<file path="config.mk">
export PLATFORM = sky130hd
export DESIGN_NAME = lsu_wb_stage
export DESIGN_NICKNAME = d
export VERILOG_FILES = /design/src/rtl/lsu_wb_stage.sv
export SDC_FILE = /design/constraint.sdc
export NUM_CORES = 1
export LEC_CHECK = 0
export CAP_MARGIN = 0
export CORE_UTILIZATION = 44
export CTS_BUF_LIST = sky130_fd_sc_hd__clkbuf_16
export CTS_CLUSTER_SIZE = 28
export DETAILED_ROUTE_END_ITERATION = 6
export PLACE_DENSITY = 0.89
export SYNTH_ARGS = -nofsm -noshare
export SYNTH_HDL_FRONTEND = slang
export SYNTH_SLANG_ARGS = --single-unit
export TNS_END_PERCENT = 30
</file>
<file path="constraint.sdc">
create_clock -name clk -period 5.7 [get_ports clk]
set_clock_uncertainty 0.05 [all_clocks]
set_input_delay 0.57 -clock clk [delete_from_list [all_inputs] [get_ports clk]]
set_output_delay 0.57 -clock clk [all_outputs]
set_load 0.02 [all_outputs]
</file>
<file path="src/rtl/lsu_wb_stage.sv">
// Stage-3 load/store + writeback: one data-bus access at a time (IDLE/BUSY/RESP), lane alignment, load extension, timeout.
// Non-memory writeback is same-cycle; loads write 2 cycles after issue plus bus wait states; stall_o holds upstream meanwhile.
module lsu_wb_stage #(
  parameter int unsigned TIMEOUT_CYCLES = 255
) (
  input  logic        clk,
  input  logic        reset,
  input  logic        valid_i,
  input  logic [31:0] pc_s3_i,
  input  logic [31:0] alu_s3_i,
  input  logic [4:0]  rd_s3_i,
  input  logic [31:0] store_data_i,
  input  logic [2:0]  funct3_i,
  input  logic        reg_wr_i,
  input  logic        wr_en_i,
  input  logic        rd_en_i,
  input  logic [1:0]  wb_sel_i,
  input  logic [31:0] csr_rdata_i,
  output logic        dbus_req_o,
  output logic        dbus_we_o,
  output logic [31:0] dbus_addr_o,
  output logic [31:0] dbus_wdata_o,
  output logic [3:0]  dbus_be_o,
  input  logic [31:0] dbus_rdata_i,
  input  logic        dbus_ack_i,
  output logic        stall_o,
  output logic        rf_we_o,
  output logic [4:0]  rf_waddr_o,
  output logic [31:0] rf_wdata_o,
  output logic        misaligned_o,
  output logic        bus_err_o,
  output logic [31:0] badaddr_o
);

  typedef enum logic [1:0] {S_IDLE, S_BUSY, S_RESP} state_t;

  localparam logic [15:0] LP_TMO_LAST = 16'(TIMEOUT_CYCLES - 1);

  state_t      r_state;
  state_t      w_state_nxt;
  logic [15:0] r_cnt;
  logic [31:0] r_ldata;
  logic        r_we;
  logic [31:0] r_addr;
  logic [31:0] r_wdata;
  logic [3:0]  r_be;
  logic [31:0] r_badaddr;

  logic        w_mem_op;
  logic        w_load;
  logic        w_misal;
  logic        w_misal_evt;
  logic        w_start;
  logic        w_ack;
  logic        w_timeout;
  logic        w_wb_ok;
  logic [3:0]  w_be;
  logic [31:0] w_wdata;
  logic [7:0]  w_lbyte;
  logic [15:0] w_lhalf;
  logic [31:0] w_ldata_ext;

  assign w_mem_op = valid_i & (wr_en_i | rd_en_i);
  assign w_load   = rd_en_i & ~wr_en_i;

  // Size decode: lane enables, replicated store data, alignment fault (reserved sizes fault too).
  always_comb begin
    w_misal = 1'b0;
    w_be    = 4'b0000;
    w_wdata = store_data_i;
    case (funct3_i)
      3'd0, 3'd4: begin
        w_be    = 4'b0001 << alu_s3_i[1:0];
        w_wdata = {4{store_data_i[7:0]}};
      end
      3'd1, 3'd5: begin
        w_misal = alu_s3_i[0];
        w_be    = 4'b0011 << {alu_s3_i[1], 1'b0};
        w_wdata = {2{store_data_i[15:0]}};
      end
      3'd2: begin
        w_misal = |alu_s3_i[1:0];
        w_be    = 4'b1111;
      end
      default: w_misal = 1'b1;
    endcase
  end

  always_comb begin
    w_lbyte = 8'h00;
    case (alu_s3_i[1:0])
      2'd0: w_lbyte = dbus_rdata_i[7:0];
      2'd1: w_lbyte = dbus_rdata_i[15:8];
      2'd2: w_lbyte = dbus_rdata_i[23:16];
      default: w_lbyte = dbus_rdata_i[31:24];
    endcase
    w_lhalf = alu_s3_i[1] ? dbus_rdata_i[31:16] : dbus_rdata_i[15:0];
    case (funct3_i)
      3'd0: w_ldata_ext = {{24{w_lbyte[7]}}, w_lbyte};
      3'd1: w_ldata_ext = {{16{w_lhalf[15]}}, w_lhalf};
      3'd4: w_ldata_ext = {24'h000000, w_lbyte};
      3'd5: w_ldata_ext = {16'h0000, w_lhalf};
      default: w_ldata_ext = dbus_rdata_i;
    endcase
  end

  assign w_misal_evt = (r_state == S_IDLE) & w_mem_op & w_misal;
  assign w_start     = (r_state == S_IDLE) & w_mem_op & ~w_misal;
  assign w_ack       = (r_state == S_BUSY) & dbus_ack_i;
  // An ack arriving on the last allowed cycle still completes the access.
  assign w_timeout   = (r_state == S_BUSY) & ~dbus_ack_i & (r_cnt == LP_TMO_LAST);

  always_ff @(posedge clk or posedge reset) begin
    if (reset) begin
      r_state <= S_IDLE;
    end else begin
      r_state <= w_state_nxt;
    end
  end

  always_comb begin
    w_state_nxt  = r_state;
    stall_o      = 1'b0;
    misaligned_o = 1'b0;
    bus_err_o    = 1'b0;
    w_wb_ok      = 1'b0;
    case (r_state)
      S_IDLE: begin
        if (w_start) begin
          w_state_nxt = S_BUSY;
        end
        stall_o      = w_start;
        misaligned_o = w_misal_evt;
        w_wb_ok      = ~w_mem_op;
      end
      S_BUSY: begin
        if (w_ack) begin
          w_state_nxt = S_RESP;
        end else if (w_timeout) begin
          w_state_nxt = S_IDLE;
        end
        stall_o   = ~w_timeout;
        bus_err_o = w_timeout;
      end
      S_RESP: begin
        w_state_nxt = S_IDLE;
        w_wb_ok     = w_mem_op & w_load;
      end
      default: w_state_nxt = S_IDLE;
    endcase
    if (reset) begin
      stall_o      = 1'b0;
      misaligned_o = 1'b0;
      bus_err_o    = 1'b0;
      w_wb_ok      = 1'b0;
    end
  end

  always_ff @(posedge clk or posedge reset) begin
    if (reset) begin
      r_cnt     <= 16'd0;
      r_ldata   <= 32'd0;
      r_we      <= 1'b0;
      r_addr    <= 32'd0;
      r_wdata   <= 32'd0;
      r_be      <= 4'b0000;
      r_badaddr <= 32'd0;
    end else begin
      if (w_start) begin
        r_addr  <= {alu_s3_i[31:2], 2'b00};
        r_we    <= wr_en_i;
        r_be    <= w_be;
        r_wdata <= w_wdata;
        r_cnt   <= 16'd0;
      end else if (r_state == S_BUSY) begin
        r_cnt <= r_cnt + 16'd1;
      end
      if (w_ack) begin
        r_ldata <= w_ldata_ext;
      end
      if (w_misal_evt | w_timeout) begin
        r_badaddr <= alu_s3_i;
      end
    end
  end

  assign dbus_req_o   = (r_state == S_BUSY);
  assign dbus_we_o    = r_we;
  assign dbus_addr_o  = r_addr;
  assign dbus_wdata_o = r_wdata;
  assign dbus_be_o    = r_be;
  assign badaddr_o    = r_badaddr;

  assign rf_we_o    = valid_i & reg_wr_i & (rd_s3_i != 5'd0) & w_wb_ok;
  assign rf_waddr_o = rd_s3_i;

  always_comb begin
    case (wb_sel_i)
      2'd0: rf_wdata_o = alu_s3_i;
      2'd1: rf_wdata_o = r_ldata;
      2'd2: rf_wdata_o = pc_s3_i + 32'd4;
      default: rf_wdata_o = csr_rdata_i;
    endcase
  end

endmodule

</file>
==> results of run 1 <==
==> worst reg2reg max path: stages, from the launching register on <==
cell and delay [ns]:
dfrtp_1 0.39, nand2b_1 0.17, nor3_1 0.58, nand2_2 0.59
buf_4 0.50, nand2_1 0.16, o21ai_0 0.10
==> cell usage in the layout (no fill, tap or decap), types with 2 or more instances in the layout <==
master             n
a21oi_1           32
a31oi_1           11
and2_1             3
and3_1            11
and4_1             5
buf_2              3
buf_4             10
bufinv_16          2
clkbuf_16         17
clkdlybuf4s50_1  314
clkinv_1           2
clkinv_2           5
clkinv_4           2
conb_1             2
dfrtp_1          149
ha_1               3
inv_1              7
inv_6              3
mux2_2            48
mux2i_1           28
mux4_2            21
nand2_1          214
nand2b_1           4
nand3_1           50
nand4_1           13
nor2_1            41
nor2b_1            4
nor3_1            14
nor4_1             2
o21ai_0           51
o22ai_1           19
o31ai_1            2
or4_1              2
xnor2_1           20
xor2_1            19
==> registers in the layout, indices dropped and copies added (netlist names) <==
| signal | flops |
|---|---|
| badaddr_o | 32 |
| dbus_addr_o | 30 |
| dbus_be_o | 4 |
| dbus_wdata_o | 32 |
| dbus_we_o | 1 |
| r_cnt | 16 |
| r_ldata | 32 |
| r_state | 2 |
==> report_power, final <==
part / internal (uW) / switching [uW] / leakage [uW]
clock network: 637 / 438 / 0.000278
logic: 791 / 830 / 0.00301
registers: 1370 / 215 / 0.00186
total: 2800 / 1480 / 0.00516
==> metal layers <==
layer  GRT usage  up-vias
li1            -     3561
met1      0.3992     3849
met2      0.4738      415
met3     0.07653       92
met4      0.1288        2
met5           0        -
==> cell families after synthesis <==
group,after synthesis,share of synthesized area
other,1,0.0004645
flip-flops,149,0.4619
AO/OA/AOI/OAI,123,0.08447
multiplexers,98,0.1617
adder cells (fa/ha/maj),3,0.004650
XOR/XNOR,39,0.04231
buffers and inverters,71,0.03766
AND/OR/NAND/NOR,372,0.2069
==> metrics by stage <==
| step | utilization | worst slack [ns] |
|---|---|---|
| after floorplan | - | 0.7735 |
| after global placement | 0.6314 | 1.812 |
| after detailed placement | 0.6314 | 1.712 |
| after CTS | 0.6626 | 1.707 |
| after global routing | 0.6626 | 1.578 |
| final | 0.6626 | 1.610 |
==> path summary, 6_finish.rpt <==
kind / cells after the start / end / slack (ns) / start
worst max register to register: 6 / dbus_wdata_o[12] / 2.99 / r_state[0]
worst min register to register: 2 / dbus_addr_o[10] / 0.42 / dbus_addr_o[10]
worst max-delay path: 7 / rf_wdata_o[31] / 1.61 / pc_s3_i[9]
worst min-delay path: 2 / dbus_addr_o[10] / 0.42 / dbus_addr_o[10]
min in group asynchronous: 2 / badaddr_o[0] / 0.69 / reset
max in group asynchronous: 3 / r_ldata[29] / 3.56 / reset
==> layout make-up <==
cell class                 instances  share of cell area
multi-input combinational        637              0.3407
sequential                       149              0.3133
timing repair buffer             327              0.2716
clock buffer                      17             0.03574
tap                              229             0.02407
clock inverter                    14             0.01135
inverter                           9            0.003259
==> metrics.md, run 1 <==
| Metric | Value |
|---|---|
| Leading area contributor after synthesis | `dfrtp_1` |
| Synth cell count leaders | `nand2_1, dfrtp_1, o21ai_0, nand3_1, mux2_2` |
| Setup TNS | `0 ns` |
| Port Buffer Count | `317` |
| Core Area | `17,960 um2` |
| Syn Area/Cell | `9.431 um2` |
| Die Wd | `137.5 um` |
| HPWL Detailed | `21.18 mm` |
| Routed wl met2 | `13.54 mm` |
| Multi-input gate area | `4055 um2` |
| Crit path kind | `input pin to primary output` |
| First-pass GRT wire length | `42.63 mm` |
| Cell with the most instances after synthesis | `nand2_1` |
| Status | `complete, no violations` |
| Starting density of the core | `0.4494` |
| DRT iter0 DRCs | `644` |
| WP buf/inv | `2` |
| Critical Path RT | `5.08 ns` |
| Met3 routed WL | `2.405 mm` |
| VDD IR-drop max | `295.4 uV` |
| Filler instances | `1,422` |
| Post-route ant nets | `0` |
| Clock Latency Late Sink | `0.42 ns` |
| CP max-delay cell | `nor4b_4` |
| Buffer depth of the longest clock path | `2` |
| Highest metal used | `met5` |
| Mapped Area | `8073 um2` |
| Final setup vio count | `0` |
| Rel. slew slack | `0.1614` |
| Unrepaired setup endpoints after global routing | `no` |
| Number of synthesis warnings | `0` |
| CTS hold repair buffers | `0` |
| Syn-to-layout area delta | `47.44%` |
| Slew Viols, Final | `0` |
| Clock transition at path regs | `0.06 ns` |
| Nets | `1,321` |
| Period minus WS final | `4.090 ns` |
| Met1 WL | `11.36 mm` |
| Seq/Total Area, Yosys | `0.4619` |
| CP most frequent cell | `clkdlybuf4s50_1` |
| Fmax | `244.5 MHz` |
| Worst hold path class | `flop to flop` |
| Top-area cell type share of the netlist area | `0.4619` |
| Crit path cell chain | `clkdlybuf4s50_1, nand4_4, nor4b_4, nand3_2, or4_1, nand3_1, clkdlybuf4s50_1` |
| FF+latch area | `3729 um2` |
| CTS tree | `yes` |
| Final Hold Viols | `0` |
| H-Tree Depth | `4` |
| Final period util | `0.7175` |
| Final Non-Filler Cells | `1,382` |
| Die area | `18,890 um2` |
| Largest net degree at the start of global routing | `87` |
| Finished Cell Area | `11,900 um2` |
| Top cells by area, synth | `dfrtp_1, nand2_1, mux2_2, mux4_2, mux2i_1` |
| N_diodes | `0` |
| CTS sink cnt | `149` |
| # DRC | `0` |
| Post-synth ARST share | `1.000` |
| Placed Cells incl. Taps | `1,351` |
| Max cap viols | `0` |
| Gpl congestion | `0.9525` |
| Distinct cells, synth | `47` |
| Synth Register Bits | `149` |
| Clk root buf | `clkbuf_16` |
| Critical path's top delay family | `simple AND/OR/NAND/NOR gates` |
| DR pass1 iterations | `7` |
| Routed length per placed instance | `20.52 um` |
| Layout cells sized above 1 | `0.1049` |
| Top_reg_cell synth | `dfrtp_1` |
| Hold WS | `0.4233 ns` |
| Element type at the critical path end | `primary output` |
| Number of synthesized flops with an enable pin | `0` |
| LEAKAGE | `0.005157 uW` |
| Critical Path Source Type | `input pin` |
| Vias in the first global route | `7,631` |
| Initial antenna violation count | `1` |
| Crit path arrival time | `3.47 ns` |
| I/O pins | `320` |
| Vias | `7,919` |
| Avg Vias per Cell | `5.730` |
| Setup Fix Bufs, Post-CTS | `0` |
| Global route overflow | `0` |
| Power Density | `359.8 nW/um2` |
| Die H | `137.5 um` |
| Gr usage total | `0.3034` |
| Cells after synthesis | `856` |
| Measured slew at the worst slew-check pin | `1.255 ns` |
| Total length of routed wires | `28.36 mm` |
| Dpl cell area | `11,340 um2` |
| Final total power | `4282 uW` |
| Critical path's largest stage delay | `0.66 ns` |
| Clock buffer count from CTS | `17` |
| Crit Path Max Fanout | `8` |
| Rows | `49` |
| Number of cells upsized or downsized after cts | `0` |
Note: power is estimated with default switching activity, not from simulation.
==> run 2: changes to the inputs <==
--- a/config.mk
+++ b/config.mk
@@ -6,11 +6,11 @@
 export NUM_CORES = 1
 export LEC_CHECK = 0
 export CAP_MARGIN = 0
-export CORE_UTILIZATION = 44
+export CORE_UTILIZATION = 40
 export CTS_BUF_LIST = sky130_fd_sc_hd__clkbuf_16
 export CTS_CLUSTER_SIZE = 28
 export DETAILED_ROUTE_END_ITERATION = 6
-export PLACE_DENSITY = 0.89
+export PLACE_DENSITY = 0.86
 export SYNTH_ARGS = -nofsm -noshare
 export SYNTH_HDL_FRONTEND = slang
 export SYNTH_SLANG_ARGS = --single-unit
==> constraint.sdc (replaced) <==
create_clock -name clk -period 3.6 [get_ports clk]
set_clock_uncertainty 0.05 [all_clocks]
set_input_delay 0.36 -clock clk [delete_from_list [all_inputs] [get_ports clk]]
set_output_delay 0.36 -clock clk [all_outputs]
set_load 0.02 [all_outputs]
==> run 2 against run 1 <==
  * Setup slack worse by 1.4 ns
  * Utilization fell by 4.6 points
  * Register-to-register slack worse by 1.8 ns
  * Wire length increased by 2.8%
==> metrics.md, run 2 (same netlist as run 1, synthesis figures left out) <==
| Metric | Value |
|---|---|
| Clock buffer count from CTS | `17 (unchanged)` |
| Rel. slew slack | `0.3343 (+0.1729)` |
| Crit path cell chain | `clkdlybuf4s50_1, nand4_1, nor4b_4, buf_4, nand3_2, or4_1, nand3_1, clkdlybuf4s50_1` |
| Total length of routed wires | `29.16 mm (+2.8%)` |
| Dpl cell area | `11,500 um2 (+1.4%)` |
| Clk pwr share | `0.272 (+0.021)` |
| Gpl congestion | `0.8871 (-6.9%)` |
| CP most frequent cell | `clkdlybuf4s50_1` |
| Avg Vias per Cell | `5.469 (-4.6%)` |
| Final period util | `0.9384` |
| Routed length per placed instance | `20.35 um (-0.85%)` |
| Cell-internal power | `4591 uW (+64%)` |
| Sw frac | `0.3429 (-0.003674)` |
| Max cap viols | `0 (unchanged)` |
| HPWL Detailed | `22.23 mm (+5.0%)` |
| WP buf/inv | `3 (+1)` |
| Largest net degree at the start of global routing | `94 (+8.0%)` |
| CTS tree | `yes` |
| Multi-input gate area | `4060 um2 (+0.12%)` |
| Vias | `7,837 (-1.0%)` |
| Element type at the critical path end | `primary output` |
| Critical Path RT | `3.19 ns (-1.89 ns)` |
| Global route overflow | `0 (unchanged)` |
| Setup Fix Bufs, Post-CTS | `0 (unchanged)` |
| Filler instances | `1,653 (+16%)` |
| Core Area | `19,650 um2 (+9.4%)` |
| Critical path's largest stage delay | `0.62 ns (-0.04 ns)` |
| Period minus WS final | `3.378 ns` |
| Port Buffer Count | `317 (unchanged)` |
| Critical path's top delay family | `buffers and inverters` |
| Fmax | `296.0 MHz` |
| Status | `complete, no violations` |
| Power Density | `576.4 nW/um2 (+60%)` |
| Post-route ant nets | `0 (unchanged)` |
| Gr usage total | `0.2809 (-0.02249)` |
| Crit path arrival time | `2.97 ns (-0.50 ns)` |
| Finished Cell Area | `12,120 um2 (+1.9%)` |
| Clock transition at path regs | `0.06 ns (about the same)` |
| # DRC | `0 (unchanged)` |
| Setup TNS | `0 ns (unchanged)` |
| Worst hold path class | `input pin to async pin` |
| Vias in the first global route | `7,626 (-0.066%)` |
| Crit path kind | `input pin to primary output` |
| Die area | `20,750 um2 (+9.8%)` |
| Nets | `1,335 (+1.1%)` |
| Layout cells sized above 1 | `0.1173 (+0.01235)` |
| Crit Path Max Fanout | `8 (unchanged)` |
| Critical Path Source Type | `input pin` |
| LEAKAGE | `0.005253 uW (+1.9%)` |
| Final Hold Viols | `0 (unchanged)` |
| CTS sink cnt | `149 (unchanged)` |
| Starting density of the core | `0.4107 (-0.03865)` |
| CTS hold repair buffers | `0 (unchanged)` |
| Combinational group share of total power | `0.366 (-0.013)` |
| CP max-delay cell | `clkdlybuf4s50_1` |
| Unrepaired setup endpoints after global routing | `no` |
| DR pass1 iterations | `5 (-2)` |
| FF+latch area | `3729 um2 (unchanged)` |
| Die H | `144.1 um (+4.8%)` |
| Number of cells upsized or downsized after cts | `0 (unchanged)` |
| Initial antenna violation count | `1 (unchanged)` |
| Most frequent cells in the layout | `clkdlybuf4s50_1, nand2_1, dfrtp_1, o21ai_0, nand3_1` |
| Syn-to-layout area delta | `50.17%` |
| Slew Viols, Final | `0 (unchanged)` |
| Rows | `51 (+4.1%)` |
| Die Wd | `144.1 um (+4.8%)` |
| Final setup vio count | `0 (unchanged)` |
| DRT iter0 DRCs | `624 (-3.1%)` |
| H-Tree Depth | `4 (unchanged)` |
| NetSw | `2396 uW (+61%)` |
| First-pass GRT wire length | `43.25 mm (+1.5%)` |
| Clk root buf | `clkbuf_16` |
| Measured slew at the worst slew-check pin | `0.9985 ns (-0.2565 ns)` |
| Share of power burned in registers | `0.361 (-0.009)` |
| Clock Latency Late Sink | `0.42 ns (about the same)` |
| VDD IR-drop max | `336.2 uV (+14%)` |
| N_diodes | `0 (unchanged)` |
| Buffer depth of the longest clock path | `2 (unchanged)` |
| I/O pins | `320 (unchanged)` |
| Commonest non-fill, non-tap cell in the layout | `clkdlybuf4s50_1` |
-- run 2: cell count changes in the layout (fill, tap and decap cells not counted), sizes merged --
cell | before | now
clkinvlp | 1 | 3
buf | 13 | 27
bufinv | 2 | 4
clkinv | 9 | 6
-- run 2: per-stage QoR --
step,worst slack (ns),instances,hold slack [ns],power (uW),util
after floorplan,0.1177,857,0.3877,3687,-
after global placement,0.2691,1401,0.4069,5019,0.5849
after detailed placement,0.2296,1401,0.4120,5102,0.5849
after CTS,0.2173,1433,0.3269,7008,0.6168
after global routing,0.08613,1433,0.3902,7309,0.6168
final,0.2218,1433,0.3317,6988,0.6168
-- run 2: path summary, 6_finish.rpt --
check,slack (ns),depth (start not counted),from,endpoint
worst max-delay path,0.22,8,pc_s3_i[7],rf_wdata_o[31]
worst min-delay path,0.33,2,reset,dbus_wdata_o[0]
worst max register to register,1.17,6,r_state[1],r_ldata[9]
worst min register to register,0.42,1,r_cnt[15],r_cnt[15]
max in group asynchronous,1.68,4,reset,r_ldata[13]
min in group clk,0.42,1,r_cnt[15],r_cnt[15]
-- run 2: area by class of cell --
cell class | instances | share of cell area
multi-input cells | 637 | 0.3349
flip-flops and latches | 149 | 0.3076
repair buffers | 341 | 0.2754
clock buffers | 17 | 0.03509
well taps | 265 | 0.02735
clock inverters | 15 | 0.01662
inverters | 9 | 0.003096
-- run 2: routing by layer --
metal  share of wire  track usage
met1            0.43       0.3729
met2            0.48       0.4485
met3           0.062      0.05166
met4           0.032       0.1209
met5         0.00045            0
-- run 2: worst register-to-register path, cell delays in order (launching register included) --
cell and delay, ns:
dfrtp_1 0.44, nand2b_1 0.26, inv_2 0.15, nand2_1 0.37, inv_1 0.69, o21ai_0 0.19, o21ai_0 0.20
-- run 2: power groups by stage --
stage | Sequential, uW | Combinational [uW] | Clock (uW)
2_1_floorplan | 2840 | 846 | 0
3_3_place_gp | 2510 | 2510 | 0
3_5_place_dp | 2540 | 2560 | 0
4_1_cts | 2520 | 2570 | 1920
5_1_grt | 2570 | 2740 | 2000
6_report | 2520 | 2560 | 1900
